--- src/rtl/axil_pkg.sv ---
// Shared types for the AXI4-Lite master: response codes and FSM encoding.
// Build option: AXIL_MASTER_TIMEOUT_EN adds the watchdog.
package axil_pkg;

    typedef enum logic [1:0] {
        OKAY   = 2'b00,
        EXOKAY = 2'b01,
        SLVERR = 2'b10,
        DECERR = 2'b11
    } resp_e;

    typedef enum logic [2:0] {
        IDLE  = 3'd0,
        WRITE = 3'd1,
        WRESP = 3'd2,
        RADDR = 3'd3,
        RDATA = 3'd4,
        RESP  = 3'd5
    } state_e;

    function automatic logic busy_state(state_e s);
        return (s == WRITE) || (s == WRESP) ||
               (s == RADDR) || (s == RDATA);
    endfunction

endpackage

--- src/rtl/axi4_lite_master_if.sv ---
// AXI4-Lite bus bundle with master and slave views.
// Build option: AXIL_MASTER_TIMEOUT_EN (no effect here).
interface axi4_lite_master_if #(
    parameter int ADDR_W = 8,
    parameter int DATA_W = 8
);
    localparam int STRB_W = DATA_W / 8;

    logic [ADDR_W-1:0] AWADDR;
    logic              AWVALID;
    logic              AWREADY;
    logic [DATA_W-1:0] WDATA;
    logic [STRB_W-1:0] WSTRB;
    logic              WVALID;
    logic              WREADY;
    logic [1:0]        BRESP;
    logic              BVALID;
    logic              BREADY;
    logic [ADDR_W-1:0] ARADDR;
    logic              ARVALID;
    logic              ARREADY;
    logic [DATA_W-1:0] RDATA;
    logic [1:0]        RRESP;
    logic              RVALID;
    logic              RREADY;

    modport master (
        output AWADDR, AWVALID, WDATA, WSTRB, WVALID,
        output BREADY, ARADDR, ARVALID, RREADY,
        input  AWREADY, WREADY, BRESP, BVALID,
        input  ARREADY, RDATA, RRESP, RVALID
    );

    modport slave (
        input  AWADDR, AWVALID, WDATA, WSTRB, WVALID,
        input  BREADY, ARADDR, ARVALID, RREADY,
        output AWREADY, WREADY, BRESP, BVALID,
        output ARREADY, RDATA, RRESP, RVALID
    );
endinterface

--- src/rtl/axil_watchdog.sv ---
// Busy-state cycle counter with a sticky timeout flag.
// Only instantiated when AXIL_MASTER_TIMEOUT_EN is defined.
module axil_watchdog #(
    parameter  int TIMEOUT_CYCLES = 255,
    localparam int CNT_W = $clog2(TIMEOUT_CYCLES + 1)
) (
    input  logic ACLK,
    input  logic ARESETN,
    input  logic busy,
    input  logic clr,
    output logic timeout
);
    localparam logic [CNT_W-1:0] LIM = CNT_W'(TIMEOUT_CYCLES);

    logic [CNT_W-1:0] cnt_q;

    always_ff @(posedge ACLK) begin
        if (!ARESETN) begin
            cnt_q   <= '0;
            timeout <= 1'b0;
        end else begin
            if (clr || !busy)
                cnt_q <= '0;
            else if (cnt_q != LIM)
                cnt_q <= cnt_q + 1'b1;
            // flag on the edge the count reaches the limit
            if (busy && !clr && cnt_q == LIM - 1'b1)
                timeout <= 1'b1;
        end
    end
endmodule

--- src/rtl/axi4_lite_master.sv ---
// Single-outstanding AXI4-Lite master driven by a cmd/rsp handshake.
// Build option: AXIL_MASTER_TIMEOUT_EN enables the axil_watchdog flag.
module axi4_lite_master
    import axil_pkg::*;
#(
    parameter  int ADDR_W         = 8,
    parameter  int DATA_W         = 8,
    parameter  int TIMEOUT_CYCLES = 255,
    localparam int STRB_W         = DATA_W / 8
) (
    input  logic              ACLK,
    input  logic              ARESETN,
    input  logic              cmd_valid,
    output logic              cmd_ready,
    input  logic              cmd_write,
    input  logic [ADDR_W-1:0] cmd_addr,
    input  logic [DATA_W-1:0] cmd_wdata,
    input  logic [STRB_W-1:0] cmd_wstrb,
    output logic              rsp_valid,
    input  logic              rsp_ready,
    output logic [DATA_W-1:0] rsp_rdata,
    output logic [1:0]        rsp_resp,
    axi4_lite_master_if.master m_axi,
    output logic              timeout
);
    state_e state_q, state_d;

    logic [ADDR_W-1:0] addr_q;
    logic [DATA_W-1:0] wdata_q;
    logic [STRB_W-1:0] wstrb_q;
    logic [DATA_W-1:0] rdata_q;
    logic [1:0]        resp_q;
    logic aw_done, w_done;
    logic aw_v, w_v, b_r, ar_v, r_r;
    logic accept, aw_hs, w_hs;

    always_ff @(posedge ACLK) begin
        if (!ARESETN) state_q <= IDLE;
        else          state_q <= state_d;
    end

    always_comb begin
        state_d   = state_q;
        cmd_ready = 1'b0;
        rsp_valid = 1'b0;
        aw_v      = 1'b0;
        w_v       = 1'b0;
        b_r       = 1'b0;
        ar_v      = 1'b0;
        r_r       = 1'b0;
        aw_hs     = 1'b0;
        w_hs      = 1'b0;
        unique case (state_q)
            IDLE: begin
                cmd_ready = ARESETN;
                if (cmd_valid && ARESETN)
                    state_d = cmd_write ? WRITE : RADDR;
            end
            WRITE: begin
                // AW and W retire independently
                aw_v  = !aw_done;
                w_v   = !w_done;
                aw_hs = aw_v && m_axi.AWREADY;
                w_hs  = w_v && m_axi.WREADY;
                if ((aw_done || aw_hs) && (w_done || w_hs))
                    state_d = WRESP;
            end
            WRESP: begin
                b_r = 1'b1;
                if (m_axi.BVALID) state_d = RESP;
            end
            RADDR: begin
                ar_v = 1'b1;
                if (m_axi.ARREADY) state_d = RDATA;
            end
            RDATA: begin
                r_r = 1'b1;
                if (m_axi.RVALID) state_d = RESP;
            end
            RESP: begin
                rsp_valid = 1'b1;
                if (rsp_ready) state_d = IDLE;
            end
            default: state_d = IDLE;
        endcase
    end

    assign accept = cmd_valid && cmd_ready;

    always_ff @(posedge ACLK) begin
        if (!ARESETN) begin
            addr_q  <= '0;
            wdata_q <= '0;
            wstrb_q <= '0;
            rdata_q <= '0;
            resp_q  <= '0;
            aw_done <= 1'b0;
            w_done  <= 1'b0;
        end else begin
            if (accept) begin
                addr_q  <= cmd_addr;
                wdata_q <= cmd_wdata;
                wstrb_q <= cmd_wstrb;
                aw_done <= 1'b0;
                w_done  <= 1'b0;
            end
            if (aw_hs) aw_done <= 1'b1;
            if (w_hs)  w_done  <= 1'b1;
            if (state_q == WRESP && m_axi.BVALID) begin
                resp_q  <= m_axi.BRESP;
                rdata_q <= '0;
            end
            if (state_q == RDATA && m_axi.RVALID) begin
                resp_q  <= m_axi.RRESP;
                rdata_q <= m_axi.RDATA;
            end
        end
    end

    assign m_axi.AWADDR  = addr_q;
    assign m_axi.ARADDR  = addr_q;
    assign m_axi.WDATA   = wdata_q;
    assign m_axi.WSTRB   = wstrb_q;
    assign m_axi.AWVALID = aw_v;
    assign m_axi.WVALID  = w_v;
    assign m_axi.BREADY  = b_r;
    assign m_axi.ARVALID = ar_v;
    assign m_axi.RREADY  = r_r;
    assign rsp_rdata     = rdata_q;
    assign rsp_resp      = resp_q;

`ifdef AXIL_MASTER_TIMEOUT_EN
    axil_watchdog #(
        .TIMEOUT_CYCLES(TIMEOUT_CYCLES)
    ) u_wdog (
        .ACLK   (ACLK),
        .ARESETN(ARESETN),
        .busy   (busy_state(state_q)),
        .clr    (state_d != state_q),
        .timeout(timeout)
    );
`else
    localparam int unused_timeout_cycles = TIMEOUT_CYCLES;
    assign timeout = 1'b0;
`endif
endmodule
--- src/flat_wrapper.sv ---
// flat-port wrapper written by rule: the top's interface ports become plain ports
module axi4_lite_master_flat import axil_pkg::*;
#(
    parameter  int ADDR_W         = 8,
    parameter  int DATA_W         = 8,
    parameter  int TIMEOUT_CYCLES = 255,
    localparam int STRB_W         = DATA_W / 8
)
  (ACLK, ARESETN, cmd_valid, cmd_ready, cmd_write, cmd_addr, cmd_wdata, cmd_wstrb, rsp_valid, rsp_ready, rsp_rdata, rsp_resp, timeout, m_axi_AWADDR, m_axi_AWVALID, m_axi_WDATA, m_axi_WSTRB, m_axi_WVALID, m_axi_BREADY, m_axi_ARADDR, m_axi_ARVALID, m_axi_RREADY, m_axi_AWREADY, m_axi_WREADY, m_axi_BRESP, m_axi_BVALID, m_axi_ARREADY, m_axi_RDATA, m_axi_RRESP, m_axi_RVALID);
  axi4_lite_master_if #(.ADDR_W(ADDR_W), .DATA_W(DATA_W)) m_axi_i ();
  input  logic ACLK;
  input  logic ARESETN;
  input  logic cmd_valid;
  output logic cmd_ready;
  input  logic cmd_write;
  input  logic [ADDR_W-1:0] cmd_addr;
  input  logic [DATA_W-1:0] cmd_wdata;
  input  logic [STRB_W-1:0] cmd_wstrb;
  output logic rsp_valid;
  input  logic rsp_ready;
  output logic [DATA_W-1:0] rsp_rdata;
  output logic [1:0] rsp_resp;
  output logic timeout;
  output wire logic [$bits(m_axi_i.AWADDR)-1:0] m_axi_AWADDR;
  output wire logic [$bits(m_axi_i.AWVALID)-1:0] m_axi_AWVALID;
  output wire logic [$bits(m_axi_i.WDATA)-1:0] m_axi_WDATA;
  output wire logic [$bits(m_axi_i.WSTRB)-1:0] m_axi_WSTRB;
  output wire logic [$bits(m_axi_i.WVALID)-1:0] m_axi_WVALID;
  output wire logic [$bits(m_axi_i.BREADY)-1:0] m_axi_BREADY;
  output wire logic [$bits(m_axi_i.ARADDR)-1:0] m_axi_ARADDR;
  output wire logic [$bits(m_axi_i.ARVALID)-1:0] m_axi_ARVALID;
  output wire logic [$bits(m_axi_i.RREADY)-1:0] m_axi_RREADY;
  input wire logic [$bits(m_axi_i.AWREADY)-1:0] m_axi_AWREADY;
  input wire logic [$bits(m_axi_i.WREADY)-1:0] m_axi_WREADY;
  input wire logic [$bits(m_axi_i.BRESP)-1:0] m_axi_BRESP;
  input wire logic [$bits(m_axi_i.BVALID)-1:0] m_axi_BVALID;
  input wire logic [$bits(m_axi_i.ARREADY)-1:0] m_axi_ARREADY;
  input wire logic [$bits(m_axi_i.RDATA)-1:0] m_axi_RDATA;
  input wire logic [$bits(m_axi_i.RRESP)-1:0] m_axi_RRESP;
  input wire logic [$bits(m_axi_i.RVALID)-1:0] m_axi_RVALID;
  assign m_axi_AWADDR = m_axi_i.AWADDR;
  assign m_axi_AWVALID = m_axi_i.AWVALID;
  assign m_axi_WDATA = m_axi_i.WDATA;
  assign m_axi_WSTRB = m_axi_i.WSTRB;
  assign m_axi_WVALID = m_axi_i.WVALID;
  assign m_axi_BREADY = m_axi_i.BREADY;
  assign m_axi_ARADDR = m_axi_i.ARADDR;
  assign m_axi_ARVALID = m_axi_i.ARVALID;
  assign m_axi_RREADY = m_axi_i.RREADY;
  assign m_axi_i.AWREADY = m_axi_AWREADY;
  assign m_axi_i.WREADY = m_axi_WREADY;
  assign m_axi_i.BRESP = m_axi_BRESP;
  assign m_axi_i.BVALID = m_axi_BVALID;
  assign m_axi_i.ARREADY = m_axi_ARREADY;
  assign m_axi_i.RDATA = m_axi_RDATA;
  assign m_axi_i.RRESP = m_axi_RRESP;
  assign m_axi_i.RVALID = m_axi_RVALID;
  axi4_lite_master #(.ADDR_W(ADDR_W), .DATA_W(DATA_W), .TIMEOUT_CYCLES(TIMEOUT_CYCLES)) u_core (.ACLK(ACLK), .ARESETN(ARESETN), .cmd_valid(cmd_valid), .cmd_ready(cmd_ready), .cmd_write(cmd_write), .cmd_addr(cmd_addr), .cmd_wdata(cmd_wdata), .cmd_wstrb(cmd_wstrb), .rsp_valid(rsp_valid), .rsp_ready(rsp_ready), .rsp_rdata(rsp_rdata), .rsp_resp(rsp_resp), .m_axi(m_axi_i), .timeout(timeout));
endmodule
--- config.mk ---
export PLATFORM = sky130hd
export DESIGN_NAME = axi4_lite_master_flat
export DESIGN_NICKNAME = d
export VERILOG_FILES = /design/src/rtl/axil_pkg.sv /design/src/rtl/axi4_lite_master_if.sv /design/src/rtl/axil_watchdog.sv /design/src/rtl/axi4_lite_master.sv /design/src/flat_wrapper.sv
export SDC_FILE = /design/constraint.sdc
export NUM_CORES = 1
export LEC_CHECK = 0
export ABC_AREA = 0
export BUFFER_PORTS_ARGS = -buffer_cell sky130_fd_sc_hd__buf_2
export CAP_MARGIN = 20
export CORE_MARGIN = 10
export CORE_UTILIZATION = 46
export DETAILED_ROUTE_END_ITERATION = 10
export HOLD_SLACK_MARGIN = 0.12
export MAX_ROUTING_LAYER = met4
export PLACE_DENSITY = 0.85
export SKIP_LAST_GASP = 1
export SLEW_MARGIN = 20
export SYNTH_ARGS = -nofsm -noshare
export SYNTH_HDL_FRONTEND = slang
export SYNTH_SLANG_ARGS = --single-unit
--- constraint.sdc ---
create_clock -name ACLK -period 4.2 [get_ports ACLK]
set_input_delay 0.21 -clock ACLK [delete_from_list [all_inputs] [get_ports ACLK]]
set_output_delay 0.21 -clock ACLK [all_outputs]
set_load 0.01 [all_outputs]
==> flow_summary_export.csv, run 1 <==
group,metric,value,unit
grt,grt_pass1_vias,1415,
floorplanning,die-area,5732,um2
grt,grt_pass1_wl,6561,um
timing,fin_skew,0.003407,ns
grt,grt_max_degree,38,
cells_and_area,antennaDiodeCount,0,
timing,slew_violations,0,
placed_design,dp.cells,263,
power,power.density,484.3,nW/um2
drt,routed-via-count,1380,
timing,period_minus_slack,1.892,ns
floorplanning,initial_utilization,47.54,%
timing,clock.fmax,528.4,MHz
clock_network,cts_sinks,32,
timing,rsz0062_at_grt,"false",
floorplanning,ios,82,
cells_and_area,layout_commonest_cell,"buf_2",
grt,antenna_found_initial,0,
setup_path,r2r-start,"u_core.state_q[1]",
clock_network,clk_latency,0.32,ns
run_status,status,"completed",
logic_synthesis,muxShareOfSynthArea,2.805,%
worst_hold_path,min_path_cells,3,
power,ir_drop,0.2344,mV
cells_and_area,utilization,64.75,%
drt,drc_errors,0,
grt,grt-ovfl-total,0,
timing,final-hold-violation-count,0,
logic_synthesis,synth-compound-area-share,9.904,%
clock_network,numCtsBuffers,5,
logic_synthesis,netlist_area,1428,um2
logic_synthesis,synth_nets,209,
flow_run,cap_violations,0,
floorplanning,dieWidth,75.71,um
setup_path,r2r_slack,2.54,ns
placed_design,dp_hpwl,2858,um
logic_synthesis,ys_ff_latch,32,
logic_synthesis,yosysUniqueCellTypes,28,
drt,ant_nets,0,
power,p_leak,0.001005,uW
drt,avgViaCountPerCell,4.842,
setup_path,cp_max_fo,14,
cells_and_area,fillers,271,
logic_synthesis,synth_simple_gate_area_share,32.34,%
clock_network,cts_setup_buffers,0,
worst_hold_path,hold_path_end,"u_core.rsp_rdata[7]",
logic_synthesis,yosys.area.top_type,"dfxtp_1",
logic_synthesis,avgSynthCellArea,8.398,um2
drt,dr.first_iter.drc_count,110,
cells_and_area,final_cell_mix,"buf_2 (80), nand2_1 (42), dfxtp_1 (32), nand3_1 (19), dlygate4sd3_1 (17)",
logic_synthesis,yosysSeqAreaShare,44.87,%
clock_network,cts_max_path_buffers,2,
setup_path,required,3.99,ns
clock_network,clk_pin_slew,0.09,ns
timing,max-slew-margin-rel,62.39,%
setup_path,critPathKind,"reg -> out",
drt,wl_per_cell,14.19,um
floorplanning,core.rowCount,20,
cells_and_area,areaGrowthSynthToFinish,36.20,%
logic_synthesis,synth_xor_area_share,0,%
setup_path,startpoint_type,"flip-flop",
cells_and_area,nets,293,
logic_synthesis,synth_top_family_by_area,"simple AND/OR/NAND/NOR gates",
clock_network,cts_resized,0,
setup_path,endpoint_kind,"output pin",
logic_synthesis,synth.area.top_cells,"dfxtp_1 (45%), nand2_1 (11%), nand3_1 (6.7%)",
cells_and_area,fin_cells,285,
worst_hold_path,hold_class,"in -> reg",
setup_path,arrival,1.68,ns
floorplanning,die_h,75.71,um
logic_synthesis,synthAdderAreaFrac,0,%
clock_network,cts_root_buf,"clkbuf_4",
clock_network,cts_tree,"built",
floorplanning,core_area,3003,um2
clock_network,htree_levels,2,
drt,first_pass_iters,4,
drt,routed_wl,4044,um
timing,setup-tns-final,0,ns
logic_synthesis,ys_warn_count,0,
logic_synthesis,syn_inst,170,
timing,timing.hold.ws,0.1605,ns
setup_path,timing.rr.end,"u_core.rsp_rdata[3]",
setup_path,reg2regPathDepth,4,
grt,grt_use_total,15.23,%
power,p_total,941.6,uW
placed_design,gp_congestion,0.7248,
timing,finalCritPeriodShare,45.06,%
cells_and_area,drive_above_1_share,35.71,%
timing,setup_violations,0,
placed_design,io_buffers,80,
logic_synthesis,yosysTopAreaCellShare,44.87,%
worst_hold_path,min_from,"m_axi_RDATA[7]",
timing,worst_pin_slew,0.5642,ns
==> metrics by stage <==
step | setup slack, ns | area [um2]
2_1_floorplan | 2.793 | 1428
3_3_place_gp | 2.389 | 1737
3_5_place_dp | 2.293 | 1737
4_1_cts | 2.309 | 1944
5_1_grt | 2.203 | 1944
6_report | 2.308 | 1944
==> flip-flops by register name, summed over array words and instances, names as in the netlist <==
| signal | cells |
|---|---|
| u_core.w_done | 1 |
| u_core.rsp_resp | 2 |
| u_core.aw_done | 1 |
| u_core.state_q | 3 |
| u_core.m_axi.WDATA | 8 |
| u_core.m_axi.ARADDR | 8 |
| u_core.m_axi.WSTRB | 1 |
| u_core.rsp_rdata | 8 |
==> synth_stat cells <==
| library cell | instances |
|---|---|
| a2111o_1 | 1 |
| a211o_1 | 1 |
| a211oi_1 | 1 |
| a21oi_1 | 3 |
| a22oi_1 | 10 |
| and2_1 | 3 |
| and4bb_2 | 2 |
| buf_1 | 1 |
| buf_2 | 4 |
| buf_4 | 12 |
| buf_6 | 1 |
| clkbuf_1 | 2 |
| conb_1 | 1 |
| dfxtp_1 | 32 |
| inv_1 | 2 |
| mux2i_1 | 4 |
| nand2_1 | 42 |
| nand2_2 | 1 |
| nand3_1 | 19 |
| nand3b_1 | 2 |
| nor2_1 | 5 |
| nor2_2 | 1 |
| nor2b_1 | 10 |
| nor3b_1 | 2 |
| nor4b_2 | 1 |
| o21ai_1 | 3 |
| o22a_1 | 1 |
| or3b_1 | 3 |
==> repair_timing <==
action | CTS | global route
setup endpoints to repair | 0 | 0
hold buffers | 17 | 0
endpoints found under the hold margin | 17 | 0
==> worst max-delay path, cell delays in order, from the launching register on <==
cell and delay [ns]:
dfxtp_1 0.59, or3b_1 0.43, nor2_1 0.17, buf_2 0.17
==> how the worst max path moves through the flow <==
stage | slack (ns) | start | endpoint
finish | 2.31 | u_core.state_q[0] | m_axi_WVALID
global placement | 2.39 | ARESETN | u_core.m_axi.ARADDR[0]
global route | 2.20 | u_core.state_q[0] | m_axi_WVALID
detailed placement | 2.29 | ARESETN | u_core.m_axi.WDATA[4]
CTS | 2.31 | u_core.state_q[0] | m_axi_WVALID
floorplan | 2.79 | u_core.state_q[2] | u_core.m_axi.ARADDR[1]
==> report_power, final <==
part	switching (uW)	leakage [uW]	total [uW]	internal (uW)
sequential	67.9	0.000261	433	365
clock	91.5	0.0000230	147	55.9
combinational	194	0.000720	362	168
==> cells by family after synthesis <==
| family | after synthesis |
|---|---|
| flip-flops | 32 |
| multiplexers | 4 |
| AND/OR/NAND/NOR | 91 |
| AO/OA/AOI/OAI | 20 |
| other | 1 |
| buffers and inverters | 22 |
==> metal layers <==
| metal | global-route usage (%) | wire length [um] |
|---|---|---|
| met1 | 17.68 | 1811 |
| met2 | 23.98 | 1814 |
| met4 | 5.567 | 56 |
| met3 | 5.078 | 361 |
| met5 | - | 0 |
==> final cells by class <==
type | instances | area, um2 | area share [%]
multi-input combinational | 116 | 646.9 | 33.27
sequential | 32 | 640.6 | 32.95
timing repair buffer | 97 | 570.5 | 29.34
tap | 33 | 41.29 | 2.124
clock buffer | 5 | 37.54 | 1.931
inverter | 2 | 7.507 | 0.3861
Power figures use the tool's default switching activity.
==> run 2: changes to the inputs <==
Settings changed: ABC_AREA 0 to 1, CORE_UTILIZATION 46 to 40, PLACE_DENSITY 0.85 to 0.77.
Clock period 4.2 ns to 1.6 ns, I/O delays scaled along.
==> flow_summary_export.csv, run 2 <==
group,metric,value,unit
clock_network,cts_root_buf,"clkbuf_8",
logic_synthesis,async_flop_share,0,%
clock_network,cts_max_path_buffers,2,
floorplanning,die-area,6766,um2
grt,antenna_found_initial,0,
clock_network,htree_levels,2,
clock_network,numCtsBuffers,5,
drt,dr.first_iter.drc_count,49,
logic_synthesis,yosysTopAreaCellShare,41.32,%
drt,ant_nets,0,
power,power.density,1395,nW/um2
logic_synthesis,yosys.area.top_type,"dfxtp_1",
logic_synthesis,synth_nets,252,
logic_synthesis,yosysUniqueCellTypes,24,
logic_synthesis,ys_warn_count,0,
floorplanning,core.rowCount,22,
drt,avgViaCountPerCell,4.655,
logic_synthesis,ys_ff_latch,32,
drt,first_pass_iters,5,
grt,grt_max_degree,36,
timing,period_minus_slack,1.435,ns
power,ir_drop,0.8494,mV
power,power.switching,1335,uW
floorplanning,initial_utilization,41.72,%
drt,drc_errors,0,
grt,grt_pass1_wl,7679,um
cells_and_area,final_cell_mix,"buf_2 (80), nand2_1 (57), dfxtp_1 (32), dlygate4sd3_1 (28), o21ai_0 (19)",
grt,grt-ovfl-total,0,
cells_and_area,layout_commonest_cell,"buf_2",
clock_network,cts_tree,"built",
grt,grt_use_total,14.88,%
timing,max-slew-margin-rel,59.36,%
logic_synthesis,syn_inst,213,
floorplanning,core_area,3716,um2
run_status,status,"completed",
floorplanning,dieWidth,82.26,um
logic_synthesis,yosysSeqAreaShare,41.32,%
flow_run,cap_violations,0,
timing,finalCritPeriodShare,89.68,%
logic_synthesis,yosysMostFrequentCell,"nand2_1",
power,p_comb_share,47.1,%
cells_and_area,fillers,323,
drt,routed-via-count,1699,
clock_network,cts_setup_buffers,0,
logic_synthesis,synthFlopType,"dfxtp_1",
timing,worst_pin_slew,0.6090,ns
cells_and_area,utilization,61.55,%
power,sequentialPowerShare,33.8,%
placed_design,io_buffers,80,
cells_and_area,drive_above_1_share,35.65,%
logic_synthesis,synthTopCellsByCount,"nand2_1 (57), dfxtp_1 (32), o21ai_0 (19), inv_1 (17), nor2_1 (17)",
timing,clock.fmax,696.9,MHz
timing,setup-tns-final,0,ns
timing,timing.final.ws_setup,0.1652,ns
power,p_leak,0.001158,uW
logic_synthesis,synth_edf_count,0,
worst_hold_path,min_path_cells,3,
setup_path,r2r_slack,0.19,ns
clock_network,cts_sinks,32,
floorplanning,die_h,82.26,um
timing,final-hold-violation-count,0,
setup_path,critPathKind,"reg -> out",
cells_and_area,nets,355,
setup_path,reg2regPathDepth,4,
power,p_total,3191,uW
logic_synthesis,synth.area.top_cells,"dfxtp_1 (41%), nand2_1 (14%), o21ai_0 (6.1%)",
setup_path,arrival,1.35,ns
placed_design,gp_congestion,0.8254,
setup_path,endpoint_kind,"output pin",
power,p_int,1856,uW
timing,fin_skew,0.006575,ns
floorplanning,ios,82,
clock_network,clk_latency,0.29,ns
clock_network,cts_resized,0,
placed_design,place_ws,0.06832,ns
setup_path,startpoint_type,"flip-flop",
drt,wl_per_cell,13.99,um
worst_hold_path,hold_class,"in -> reg",
timing,rsz0062_at_grt,"false",
cells_and_area,antennaDiodeCount,0,
setup_path,critical_path.endpoint,"m_axi_RREADY",
clock_network,clk_pin_slew,0.07,ns
placed_design,dp_hpwl,3197,um
drt,routed_wl,5106,um
logic_synthesis,netlist_area,1550,um2
power,clock_power_share,19.2,%
setup_path,required,1.52,ns
power,swShare,41.85,%
timing,timing.hold.ws,0.1396,ns
grt,grt_pass1_vias,1607,
setup_path,timing.rr.end,"u_core.m_axi.WDATA[7]",
setup_path,cp_max_fo,10,
cells_and_area,areaGrowthSynthToFinish,47.54,%
setup_path,r2r-start,"u_core.state_q[2]",
logic_synthesis,avgSynthCellArea,7.278,um2
timing,setup_violations,0,
setup_path,startpoint,"u_core.state_q[2]",
worst_hold_path,min_from,"m_axi_WREADY",
timing,slew_violations,0,
==> run 2: changes by cell type after synthesis, sizes merged, moves of 3 or more <==
cell / previous run / this run
or3b: 3 / 0
nand2: 43 / 66
a21oi: 3 / 14
o21ai: 3 / 22
and2: 3 / 0
nor2b: 10 / 0
nor2: 6 / 21
inv: 2 / 19
mux2i: 4 / 0
nor3: 0 / 3
nand3: 19 / 14
a22oi: 10 / 0
==> run 2: power groups by stage <==
stage,logic (uW),clock network (uW),registers (uW)
finish,1500,611,1080
global route,1660,672,1100
floorplan,1010,0,1120
detailed placement,1420,0,1080
global placement,1400,0,1080
CTS,1480,635,1070
==> run 2: worst min-delay path by stage <==
stage | to | slack, ns
after floorplan | u_core.m_axi.ARADDR[0] | 0.19
after global placement | u_core.m_axi.WDATA[6] | 0.28
after detailed placement | u_core.m_axi.ARADDR[6] | 0.29
after CTS | u_core.w_done | 0.12
after global routing | u_core.w_done | 0.16
final | u_core.w_done | 0.14
==> run 2: metrics by stage <==
stage	instances	instance area, um2
6_report	365	2287
5_1_grt	365	2287
4_1_cts	364	2281
3_5_place_dp	328	1913
3_3_place_gp	328	1913
2_1_floorplan	213	1550
==> run 2: per-layer routing <==
metal	up-vias	share of wire [%]	wire, um	track usage [%]
met5	-	0	0	-
li1	867	-	-	-
met3	13	9.1	467	5.076
met1	739	43	2180	17.38
met4	0	2.4	125	6.803
met2	80	46	2333	22.55
==> run 2: cell families after synthesis <==
logic type / share of synthesized area [%]
simple gates: 32.20
buf+inv: 14.12
compound gates: 12.11
flops: 41.32
other cells: 0.2419
==> run 2: layout make-up <==
class,instances,area [um2],area share [%]
clock inverter,3,18.77,0.8206
clock buffer,5,68.82,3.009
multi-input combinational,144,696.9,30.47
sequential,32,640.6,28.01
timing repair buffer,114,725.7,31.73
tap,48,60.06,2.626
inverter,19,76.32,3.337
==> run 2: timing repair <==
action | 4_1_cts | 5_1_grt
endpoints found under the hold margin | 28 | 0
endpoints found under the setup margin | 0 | 2
hold buffers | 28 | 0
==> run 2: worst max-delay path, stage by stage (launching register included) <==
cell and delay [ns]:
dfxtp_1 0.38, buf_4 0.16, inv_4 0.06, nor3_4 0.13, buf_4 0.20, buf_2 0.15
